### src/rtl/branch_predictor.sv
// Branch target buffer with 2-bit saturating direction counters.
// Lookup side predicts the next fetch PC. Resolve side flags mispredicts and
// jumps for the hazard unit, produces the redirect PC and keeps branch statistics.
module branch_predictor #(
  parameter int unsigned ENTRIES = 16
) (
  input  logic        CLK,
  input  logic        nRST,
  input  logic [31:0] pc,
  output logic        pred_taken,
  output logic [31:0] pred_target,
  input  logic        res_valid,
  input  logic        res_en,
  input  logic [31:0] res_pc,
  input  logic        res_is_branch,
  input  logic        res_is_jump,
  input  logic        res_taken,
  input  logic [31:0] res_target,
  input  logic [31:0] res_npc,
  input  logic        res_pred_taken,
  input  logic [31:0] res_pred_target,
  output logic        mispredict,
  output logic        jumping,
  output logic [31:0] correct_pc,
  output logic [31:0] branch_count,
  output logic [31:0] mispredict_count
);

  localparam int unsigned IDX_W   = $clog2(ENTRIES);
  localparam int unsigned TAG_W   = 32 - IDX_W - 2;
  localparam logic [31:0] CNT_MAX = 32'hFFFF_FFFF;

  // Table storage, one array per entry field
  logic             tbl_valid  [ENTRIES];
  logic [TAG_W-1:0] tbl_tag    [ENTRIES];
  logic [31:0]      tbl_target [ENTRIES];
  logic [1:0]       tbl_ctr    [ENTRIES];

  logic [IDX_W-1:0] look_idx;
  logic [TAG_W-1:0] look_tag;
  logic             look_hit;

  logic [IDX_W-1:0] upd_idx;
  logic [TAG_W-1:0] upd_tag;
  logic             upd_hit;
  logic             upd_fire;

  // Word-offset bits of the PCs carry no BTB information
  logic unused_pc_bits;
  assign unused_pc_bits = ^{pc[1:0], res_pc[1:0]};

  // Lookup: combinational read of registered table state, no bypass
  assign look_idx    = pc[IDX_W+1:2];
  assign look_tag    = pc[31:IDX_W+2];
  assign look_hit    = tbl_valid[look_idx] && (tbl_tag[look_idx] == look_tag);
  assign pred_taken  = look_hit && tbl_ctr[look_idx][1];
  assign pred_target = pred_taken ? tbl_target[look_idx] : 32'h0;

  // Resolve: hazard-unit controls and redirect PC, independent of res_en
  assign mispredict = res_valid && res_is_branch &&
                      ((res_taken != res_pred_taken) ||
                       (res_taken && (res_target != res_pred_target)));
  assign jumping    = res_valid && res_is_jump;
  assign correct_pc = (res_is_jump || res_taken) ? res_target : res_npc;

  assign upd_idx  = res_pc[IDX_W+1:2];
  assign upd_tag  = res_pc[31:IDX_W+2];
  assign upd_hit  = tbl_valid[upd_idx] && (tbl_tag[upd_idx] == upd_tag);
  assign upd_fire = res_valid && res_en && res_is_branch;

  // Table update: train on hit, allocate on taken miss, ignore not-taken miss
  always_ff @(posedge CLK or negedge nRST) begin
    if (!nRST) begin
      for (int i = 0; i < int'(ENTRIES); i++) begin
        tbl_valid[i]  <= 1'b0;
        tbl_tag[i]    <= '0;
        tbl_target[i] <= 32'h0;
        tbl_ctr[i]    <= 2'b01;
      end
    end else if (upd_fire) begin
      if (upd_hit) begin
        if (res_taken) begin
          tbl_ctr[upd_idx]    <= (tbl_ctr[upd_idx] == 2'b11) ? 2'b11 : tbl_ctr[upd_idx] + 2'd1;
          tbl_target[upd_idx] <= res_target;
        end else begin
          tbl_ctr[upd_idx]    <= (tbl_ctr[upd_idx] == 2'b00) ? 2'b00 : tbl_ctr[upd_idx] - 2'd1;
        end
      end else if (res_taken) begin
        tbl_valid[upd_idx]  <= 1'b1;
        tbl_tag[upd_idx]    <= upd_tag;
        tbl_target[upd_idx] <= res_target;
        tbl_ctr[upd_idx]    <= 2'b10;
      end
    end
  end

  // Statistics: saturating counts of resolved branches and mispredicts
  always_ff @(posedge CLK or negedge nRST) begin
    if (!nRST) begin
      branch_count     <= 32'h0;
      mispredict_count <= 32'h0;
    end else if (upd_fire) begin
      if (branch_count != CNT_MAX) begin
        branch_count <= branch_count + 32'd1;
      end
      if (mispredict && (mispredict_count != CNT_MAX)) begin
        mispredict_count <= mispredict_count + 32'd1;
      end
    end
  end

endmodule

### config.mk
export PLATFORM = sky130hd
export DESIGN_NAME = branch_predictor
export DESIGN_NICKNAME = d
export VERILOG_FILES = /design/src/rtl/branch_predictor.sv
export SDC_FILE = /design/constraint.sdc
export NUM_CORES = 2
export LEC_CHECK = 0
export CORE_ASPECT_RATIO = 1.1
export CORE_MARGIN = 2
export CORE_UTILIZATION = 46
export CTS_CLUSTER_DIAMETER = 200
export CTS_CLUSTER_SIZE = 16
export DETAILED_ROUTE_END_ITERATION = 12
export GPL_TIMING_DRIVEN = 1
export PLACE_DENSITY = 0.72
export SLEW_MARGIN = 20
export SYNTH_ARGS = -nofsm -noshare
export SYNTH_HDL_FRONTEND = slang
export SYNTH_SLANG_ARGS = --single-unit
### constraint.sdc
create_clock -name CLK -period 4.27 [get_ports CLK]
set_input_delay 0.427 -clock CLK [delete_from_list [all_inputs] [get_ports CLK]]
set_output_delay 0.427 -clock CLK [all_outputs]
set_load 0.1 [all_outputs]
==> impl_metrics.yaml <==
status:
  status: "finished, violations left"
  violations: "setup timing"
floorplanning:
  die-area_mm2: 0.1179
  rows: 130
  coreArea_mm2: 0.1142
  io_pins: 299
  start_util: 0.4639
  dieWidth_um: 327.5
  die_y_um: 359.9
critical_path:
  worstSetupStartpointType: "flop"
  criticalPathCategory: "flop to output pin"
  reg2reg_depth: 10
  cpPeakStageDelay_ns: 0.53
  crit_chain: "mux4_2 > mux4_2 > xnor2_2 > nand4_1 > nor4_2 > nand4_1 > clkbuf_16 > buf_12 > nor2b_4 > buf_12"
  cp_max_fo: 10
  cp-end-kind: "output pin"
  required_ns: 3.84
  cp.arrival_ns: 3.88
  crit_slowest_cell: "mux4_2"
global_routing:
  grt_pass1_wl_um: 221400
  grt-ovfl-total: 0
  grt_max_degree: 104
  antenna_found_initial: 4
  track_usage: 0.2462
  grt_pass1_vias: 34900
synthesis:
  yosysTopAreaCell: "dfrtp_1"
  synth_top_cell_area_share: 0.4838
  syn_avg_cell_area_um2: 14.62
  yosysMostFrequentCell: "dfrtp_1"
  synth-simple-area-share: 0.04280
  synthTopCellsByArea: "dfrtp_1 (48%), mux2_2 (19%), mux4_2 (16%)"
  synthFlopType: "dfrtp_1"
  synth_area_mm2: 0.05297
  synthXorXnorAreaFrac: 0.02563
  synth_edf_count: 0
  netlist_top_cells_count: "dfrtp_1 (1024), mux2_2 (912), mux4_2 (368)"
  ys_warn_count: 0
  ys_types: 69
  synth_top_family_by_area: "multiplexers"
  synth.net_count: 3793
  synth-async-reset-ratio: 1.000
  ys_ff_latch: 1040
  synth_compound_area_frac: 0.02903
  synthCells: 3623
  yosys.area_share.adder: 0.0006614
  synth_seq_area_share: 0.4917
  synthMuxAreaShare: 0.3757
clock_tree:
  numCtsBuffers: 74
  path_clk_slew_ns: 0.08
  clk-insertion-delay-late_ns: 0.70
  htreeDepth: 3
  cts-root-buf: "clkbuf_16"
  clock_sinks: 1040
  cts_tree: "yes"
  cts.path.max_buffers: 3
timing:
  grt_setup_unrepaired: "true"
  fin_worst_skew_ns: 0.06091
  totalNegativeSetupSlack_ns: -0.4977
  fmax_mhz: 232.1
  tightest_slew_ns: 1.020
  fin_crit_sh: 1.009
  max_slew_margin: 0.3176
  setup_ws_ns: -0.03765
  hold_viol: 0
  period_needed_ns: 4.308
  setup_viol: 23
  slew_violations: 0
cells_and_area:
  stdcell_count: 5467
  syn_to_final_growth_pct: 16.63
  drive_gt1_frac: 0.4648
  final_cell_area_mm2: 0.06178
  final_nets: 4089
worst_hold_path:
  hold_class: "primary input to asynchronous set/reset pin"
place:
  place_congestion: 0.8795
  post-place-cells: 5356
  placed_cell_area_mm2: 0.05952
  hpwl_um: 92670
  numPortBuffers: 294
drt:
  drtAntennaViolNets: 0
  vias_per_cell: 6.096
  drt_iter0_markers: 2840
  via_count: 33330
  avgRoutedWirePerCell_um: 26.56
  totalWireLength_um: 145200
  drc: 0
  drtPass1Iterations: 6
pwr:
  switchingPower_w: 0.005925
  p_comb_frac: 0.166
  p_clk_frac: 0.317
  leakage_nw: 27.92
  pwr_density_cell_mw_per_mm2: 349.7
  irDropWorstVdd_mv: 0.2902
  p_int_w: 0.01568
  switching_share: 0.2742
  seqPwrFrac: 0.517
run:
  max_cap_violations: 0
[power groups by stage]
stage / clock network (W) / registers (W) / logic, W
finish: 0.00685 / 0.0112 / 0.00358
global route: 0.00739 / 0.0113 / 0.00381
CTS: 0.00703 / 0.0112 / 0.00360
detailed placement: 0 / 0.0113 / 0.00358
global placement: 0 / 0.0113 / 0.00352
floorplan: 0 / 0.0114 / 0.00223
[worst paths after layout]
kind	startpoint	to	slack [ns]
setup / recovery	tbl_tag[23]	pred_target[12]	-0.04
hold / removal	nRST	tbl_tag[396]	0.34
setup reg to reg	tbl_tag[354]	tbl_tag[295]	0.69
hold reg to reg	tbl_target[206]	tbl_target[206]	0.48
max in group asynchronous	nRST	tbl_tag[168]	2.69
min in group CLK	tbl_target[206]	tbl_target[206]	0.48
[logic make-up (layout without fill, tap and decap cells)]
group                      after synthesis  in the layout
muxes                                 1398           1398
DFF                                   1040           1040
and+or+nand+nor                        482            482
buffers and inverters                  357            682
AOI/OAI and AO/OA                      188            188
xor gates and xnor gates               155            155
adders and majority gates                3              3
other                                    0              1
[layout make-up]
type                    instances  area [um2]
repair buffers                558        6185
diodes                          1       2.502
multi-input cells            2226       25450
clock inverters                 6       156.4
clock buffers                  99        1967
inverters                      19       71.32
well taps                    1518        1899
fillers                      9303       52410
flip-flops and latches       1040       26050
[layout by cell type, fill, tap and decap left out, types with 13 or more instances in the layout]
master              n
and3_1             14
dfrtp_1          1024
clkbuf_16          77
nor3_1             18
a221oi_1           13
clkbuf_1           24
a21oi_1            25
nand2_1           200
nor2_4             13
buf_12            107
nor2b_1            14
o21ai_0            16
nand2b_1           18
xnor2_1            68
nand3_1            41
a31oi_1            13
nand4_1            22
clkdlybuf4s50_1   220
inv_1              17
mux2_2            912
dfstp_2            16
xor2_1             85
mux2_1             13
nor2_1             60
mux2_4             19
o31ai_1            17
or2_2              16
a31o_2             14
nor2b_4            28
mux2i_1            83
buf_4             217
mux4_2            368
[routing by layer]
metal	GRT usage	share of wire	vias to the layer above
met3	0.04089	0.060	236
met4	0.07241	0.028	4
met5	0	0.00019	-
met2	0.3995	0.49	1146
met1	0.3417	0.42	17930
li1	-	-	14010
[state kept, by name, summed over array words and instances (netlist names)]
register,count
tbl_target,512
tbl_tag,416
branch_count,32
mispredict_count,32
tbl_ctr,32
tbl_valid,16
[worst max-delay path, delay by kind of cell (launching register included)]
kind	cells	cell delay, ns
buffers and inverters	3	0.65
flip-flops	1	0.40
XOR/XNOR	1	0.15
AND/OR/NAND/NOR	4	0.93
multiplexers	2	1.00
[repair_timing]
item,in CTS,in global routing
endpoints found under the hold margin,62,0
buffers inserted,0,2
cloned,0,2
pin swaps,3,0
hold buffers,1,0
endpoints found under the setup margin,33,27
gates resized for setup,3,12
[stage by stage]
step	hold slack (ns)	utilization	power, W	worst slack [ns]
after floorplan	0.1314	-	0.01362	-0.3243
after global routing	0.3998	0.5410	0.02247	-0.1385
final	0.3412	0.5410	0.02160	-0.03765
after CTS	0.3831	0.5400	0.02178	-0.03023
after detailed placement	0.4616	0.5212	0.01493	0.06860
after global placement	0.4575	0.5212	0.01481	0.1196
Power figures use the tool's default switching activity.
